===== src/rtl/cache_fill_arbiter.sv =====
// Arbitrates the single multi-cycle memory between I-cache fills, D-cache fills
// and write-through stores; read misses become an 8-word pipelined burst.
module cache_fill_arbiter #(
  parameter int AWIDTH  = 16,
  parameter int DWIDTH  = 16,
  parameter int MEM_LAT = 4
) (
  input  logic              clk,
  input  logic              rst,
  input  logic              i_req,
  input  logic [AWIDTH-1:0] i_addr,
  input  logic              d_req,
  input  logic [AWIDTH-1:0] d_addr,
  input  logic              d_wr_req,
  input  logic [AWIDTH-1:0] d_wr_addr,
  input  logic [DWIDTH-1:0] d_wr_data,
  input  logic [DWIDTH-1:0] mem_data_out,
  input  logic              mem_data_valid,
  output logic              mem_enable,
  output logic              mem_wr,
  output logic [AWIDTH-1:0] mem_addr,
  output logic [DWIDTH-1:0] mem_data_in,
  output logic [DWIDTH-1:0] fill_data,
  output logic [2:0]        fill_word,
  output logic              fill_we_i,
  output logic              fill_we_d,
  output logic              i_done,
  output logic              d_done,
  output logic              d_wr_done,
  output logic              busy
);

  typedef enum logic [1:0] {S_IDLE, S_WRITE, S_FILL, S_DONE} state_t;

  localparam logic [AWIDTH-1:0] BLK_MASK = {{(AWIDTH-4){1'b1}}, 4'b0000};
  localparam logic [2:0]        LAT      = 3'(MEM_LAT);

  state_t              r_state, w_next;
  logic [AWIDTH-1:0]   r_base, r_wr_addr;
  logic [DWIDTH-1:0]   r_wr_data;
  logic                r_is_wr, r_grant_d, r_last_fill, r_issuing;
  logic [2:0]          r_issue_cnt, r_ret_cnt, r_lat_cnt;
  logic                w_fill_req, w_pick_d, w_ret_open, w_ret_fire, w_ret_last;

  assign w_fill_req = i_req | d_req;
  // r_last_fill: 0 = I was served last, so D wins a tie.
  assign w_pick_d   = d_req & (~i_req | ~r_last_fill);
  // Nothing this burst issued can return before MEM_LAT cycles into FILL, so
  // earlier valids are stale leftovers from an aborted burst.
  assign w_ret_open = (r_lat_cnt == LAT);
  assign w_ret_fire = (r_state == S_FILL) & w_ret_open & mem_data_valid;
  assign w_ret_last = w_ret_fire & (r_ret_cnt == 3'd7);

  always_ff @(posedge clk) begin
    if (!rst) r_state <= S_IDLE;
    else      r_state <= w_next;
  end

  always_comb begin
    w_next = r_state;
    case (r_state)
      S_IDLE:  if (d_wr_req)        w_next = S_WRITE;
               else if (w_fill_req) w_next = S_FILL;
      S_WRITE: w_next = S_DONE;
      S_FILL:  if (w_ret_last)      w_next = S_DONE;
      S_DONE:  w_next = S_IDLE;
      default: w_next = S_IDLE;
    endcase
  end

  always_ff @(posedge clk) begin
    if (!rst) begin
      r_base      <= '0;
      r_wr_addr   <= '0;
      r_wr_data   <= '0;
      r_is_wr     <= 1'b0;
      r_grant_d   <= 1'b0;
      r_last_fill <= 1'b0;
      r_issuing   <= 1'b0;
      r_issue_cnt <= '0;
      r_ret_cnt   <= '0;
      r_lat_cnt   <= '0;
    end else begin
      case (r_state)
        S_IDLE: begin
          if (d_wr_req) begin
            r_is_wr   <= 1'b1;
            r_wr_addr <= d_wr_addr;
            r_wr_data <= d_wr_data;
          end else if (w_fill_req) begin
            r_is_wr     <= 1'b0;
            r_grant_d   <= w_pick_d;
            r_base      <= (w_pick_d ? d_addr : i_addr) & BLK_MASK;
            r_issuing   <= 1'b1;
            r_issue_cnt <= '0;
            r_ret_cnt   <= '0;
            r_lat_cnt   <= '0;
          end
        end
        S_FILL: begin
          if (r_issuing) begin
            r_issue_cnt <= r_issue_cnt + 3'd1;
            if (r_issue_cnt == 3'd7) r_issuing <= 1'b0;
          end
          if (!w_ret_open) r_lat_cnt <= r_lat_cnt + 3'd1;
          if (w_ret_fire)  r_ret_cnt <= r_ret_cnt + 3'd1;
        end
        S_DONE: if (!r_is_wr) r_last_fill <= r_grant_d;
        default: ;
      endcase
    end
  end

  always_comb begin
    mem_enable  = 1'b0;
    mem_wr      = 1'b0;
    mem_addr    = '0;
    mem_data_in = '0;
    fill_word   = '0;
    fill_we_i   = 1'b0;
    fill_we_d   = 1'b0;
    i_done      = 1'b0;
    d_done      = 1'b0;
    d_wr_done   = 1'b0;
    case (r_state)
      S_WRITE: begin
        mem_enable  = 1'b1;
        mem_wr      = 1'b1;
        mem_addr    = r_wr_addr;
        mem_data_in = r_wr_data;
      end
      S_FILL: begin
        mem_enable = r_issuing;
        if (r_issuing) mem_addr = r_base | {{(AWIDTH-4){1'b0}}, r_issue_cnt, 1'b0};
        if (w_ret_fire) begin
          fill_word = r_ret_cnt;
          fill_we_i = ~r_grant_d;
          fill_we_d = r_grant_d;
        end
      end
      S_DONE: begin
        d_wr_done = r_is_wr;
        i_done    = ~r_is_wr & ~r_grant_d;
        d_done    = ~r_is_wr & r_grant_d;
      end
      default: ;
    endcase
  end

  assign fill_data = mem_data_out;
  assign busy      = (r_state != S_IDLE);

endmodule

===== config.mk =====
export PLATFORM = sky130hd
export DESIGN_NAME = cache_fill_arbiter
export DESIGN_NICKNAME = d
export VERILOG_FILES = /design/src/rtl/cache_fill_arbiter.sv
export SDC_FILE = /design/constraint.sdc
export NUM_CORES = 1
export LEC_CHECK = 0
export ABC_AREA = 1
export CAP_MARGIN = 20
export CORE_UTILIZATION = 57
export CTS_CLUSTER_DIAMETER = 150
export CTS_CLUSTER_SIZE = 40
export DETAILED_ROUTE_END_ITERATION = 8
export DONT_BUFFER_PORTS = 1
export PLACE_DENSITY = 0.75
export SYNTH_ARGS = -nofsm -noshare
export SYNTH_HDL_FRONTEND = slang
export SYNTH_SLANG_ARGS = --single-unit

===== constraint.sdc =====
create_clock -name clk -period 1.4 [get_ports clk]
set_input_delay 0.21 -clock clk [delete_from_list [all_inputs] [get_ports clk]]
set_output_delay 0.21 -clock clk [all_outputs]
set_load 0.01 [all_outputs]

==> results <==
-- state kept, by name (all words and copies together) (netlist names) --
name,flops
r_wr_addr,16
r_wr_data,16
r_base,12
r_issue_cnt,3
r_lat_cnt,3
r_ret_cnt,3
r_state,2
r_grant_d,1
r_is_wr,1
r_issuing,1
r_last_fill,1
-- per-layer routing --
| layer | global-route usage, % | vias to the layer above | wire [um] |
|---|---|---|---|
| li1 | - | 1468 | - |
| met1 | 33.1 | 1440 | 3410 |
| met2 | 46.9 | 115 | 4410 |
| met3 | 9.91 | 20 | 575 |
| met4 | 12.1 | 0 | 231 |
| met5 | 0 | - | 0 |
-- power breakdown --
group	leakage (uW)	total [uW]	switching, uW	internal [uW]
logic	0.00111	3680	2120	1570
registers	0.000487	2440	311	2130
clock network	0.0000884	1420	689	732
total	0.00169	7540	3120	4430
-- kinds of logic (layout without fill, tap and decap cells) --
kind of cell | after synthesis | after routing
AO/OA/AOI/OAI | 81 | 81
buffers and inverters | 86 | 105
AND/OR/NAND/NOR | 219 | 220
flip-flops | 59 | 59
adder cells (fa/ha/maj) | 10 | 10
XOR/XNOR | 1 | 1
-- layout by cell type (no fill, tap or decap), drive strengths merged --
cell and count:
a21oi 26, nand3b 2, inv 44, or2 12, ha 10, nor3 1
dfxtp 59, o21ai 41, nand2 80, clkinv 2, xnor2 1, o211ai 13
dlymetal6s4s 1, nor2 91, nand4 1, nand3 33, o32ai 1, dlygate4sd3 1
buf 41, clkbuf 14, clkinvlp 2
-- worst max-delay path by stage --
stage	end	cells after the start	from
2_1_floorplan	r_lat_cnt[0]$_SDFFE_PN0P_	8	r_state[0]$_SDFFE_PN0P_
3_3_place_gp	r_base[11]$_SDFFE_PN0P_	8	r_state[0]$_SDFFE_PN0P_
3_5_place_dp	r_base[13]$_SDFFE_PN0P_	8	r_state[0]$_SDFFE_PN0P_
4_1_cts	fill_we_i	7	r_state[0]$_SDFFE_PN0P_
5_1_grt	mem_addr[11]	6	r_state[0]$_SDFFE_PN0P_
6_report	mem_addr[10]	5	r_state[0]$_SDFFE_PN0P_
-- area by class of cell --
cell class / instances / share of cell area [%]
sequential: 59 / 29.9
timing repair buffer: 45 / 12.1
clock inverter: 4 / 0.631
inverter: 44 / 4.61
tap: 70 / 2.21
clock buffer: 12 / 3.91
multi-input combinational: 312 / 46.6
-- metrics by stage --
step	instances	util [%]	total power, uW	hold slack, ps
detailed placement	517	63.3	4880	343
global placement	517	63.3	4810	338
finish	546	77.2	7540	1.91
floorplan	456	-	4150	363
global route	546	77.2	8000	5.11
CTS	542	72.1	6820	2.47
-- critical path, cell delays in order, from the launching register on --
cell and delay, ps:
dfxtp_2 340, inv_4 70, ha_4 200, buf_4 200
nand3_1 160, a21oi_4 190
-- timing repair --
| item | CTS | global route |
|---|---|---|
| hold buffers | 2 | 0 |
| buffers inserted | 6 | 3 |
| gates cloned | 1 | 3 |
| endpoints found under the setup margin | 96 | 99 |
| endpoints found under the hold margin | 20 | 0 |
| pin swaps | 6 | 20 |
| gates resized for setup | 68 | 50 |
==> impl_metrics.env <==
export IMPL_outcome="finished, violations left"
export IMPL_violations="setup timing"
export IMPL_design_area_um2=3970
export IMPL_cp_arrival_ps=1500
export IMPL_yosysMostFrequentCell="nor2_1"
export IMPL_drive_above_1_share_pct=31.5
export IMPL_root_buffer="clkbuf_8"
export IMPL_syn_nets=552
export IMPL_die_h_um=75.3
export IMPL_synth_top_area_cell="dfxtp_1"
export IMPL_drtIter0Drc=195
export IMPL_grt_max_degree=33
export IMPL_die_w_um=75.3
export IMPL_ys_types=23
export IMPL_synth_mux_area_share_pct=0
export IMPL_synth_compound_area_share_pct=14.4
export IMPL_start_kind="flip-flop"
export IMPL_wl_per_cell_um=15.8
export IMPL_drt_pass1_iter_count=4
export IMPL_multi_input_area_um2=1850
export IMPL_fin_ws_ps=-311
export IMPL_vias=3043
export IMPL_fin_crit_sh_pct=122
export IMPL_hold_path_depth=2
export IMPL_r2r_end="r_lat_cnt[0]$_SDFFE_PN0P_"
export IMPL_yosys_warnings=0
export IMPL_r2r_start="r_state[0]$_SDFFE_PN0P_"
export IMPL_rrSetupSlack_ps=-110
export IMPL_htreeDepth=3
export IMPL_async_reset_ff_share_pct=0
export IMPL_grt_overflow=0
export IMPL_clk_path_buf_depth=2
export IMPL_initial_core_util_pct=59.5
export IMPL_fin_nets=567
export IMPL_numCtsBuffers=9
export IMPL_synthSimpleGateAreaFrac_pct=29.7
export IMPL_hold_violations=0
export IMPL_max_slew_worst_pin_slew_ps=719
export IMPL_fillers=389
export IMPL_peakVddDrop_uv=1200
export IMPL_maxCapViolCount=0
export IMPL_p_per_area_nw_per_um2=1900
export IMPL_slew_headroom_pct=52.1
export IMPL_place_gp_congestion=0.821
export IMPL_fin_crit_ps=1710
export IMPL_clk_latency_ps=340
export IMPL_port_buffers=0
export IMPL_grt_setup_unrepaired="true"
export IMPL_end_kind="output pin"
export IMPL_cts_tree="yes"
export IMPL_clkSinkCount=59
export IMPL_antennaDiodeCount=0
export IMPL_synth_edf_count=0
export IMPL_hold_path_end="r_ret_cnt[2]$_SDFFE_PN0P_"
export IMPL_p_leak_uw=0.00169
export IMPL_setup_viol=52
export IMPL_antenna_left=0
export IMPL_syn_cell_area_um2=3060
export IMPL_synthXorXnorAreaFrac_pct=0.286
export IMPL_drt_total_wl_um=8630
export IMPL_avgViaCountPerCell=5.57
export IMPL_io_pins=145
export IMPL_cp_max_fo=12
export IMPL_finalSetupTns_ps=-11320
export IMPL_core_um2=5140
export IMPL_seqCellArea_um2=1190
export IMPL_clock_skew_ps=9.61
export IMPL_ys_seq_elements=59
export IMPL_required_ps=1190
export IMPL_grt_pass1_wl_um=11700
export IMPL_holdCritPathClass="in2reg"
export IMPL_dieArea_um2=5660
export IMPL_clock_fmax_ghz=0.584
export IMPL_synth_common_cells="89 x nor2_1, 79 x nand2_1, 59 x dfxtp_1"
export IMPL_clkTransAtPathRegs_ps=70
export IMPL_syn_to_final_growth_pct=29.7
export IMPL_synth_top_family_by_area="simple AND/OR/NAND/NOR gates"
export IMPL_synth_adder_area_share_pct=4.09
export IMPL_grt_pass1_vias=2544
export IMPL_yosysSeqAreaShare_pct=38.6
export IMPL_synthCells=456
export IMPL_yosys_area_top_type_share_pct=38.6
export IMPL_drc=0
export IMPL_syn_avg_cell_area_um2=6.71
export IMPL_grt_total_usage_pct=28.2
export IMPL_ys_flop_type="dfxtp_1"
export IMPL_r2r_cells=11
export IMPL_critical_path_class="reg2out"
export IMPL_final_max_slew_viol_count=0
export IMPL_antenna_found_initial=0
export IMPL_min_from="rst"
export IMPL_dpl_instance_area_um2=3250
export IMPL_row_count=26
export IMPL_synth_area_leaders="dfxtp_1 39%, nor2_1 11%, nand2_1 9.7%"
export IMPL_hpwl_um=4910
export IMPL_place_ws_ps=-165
No activity file was read; power rests on OpenSTA's default activity.
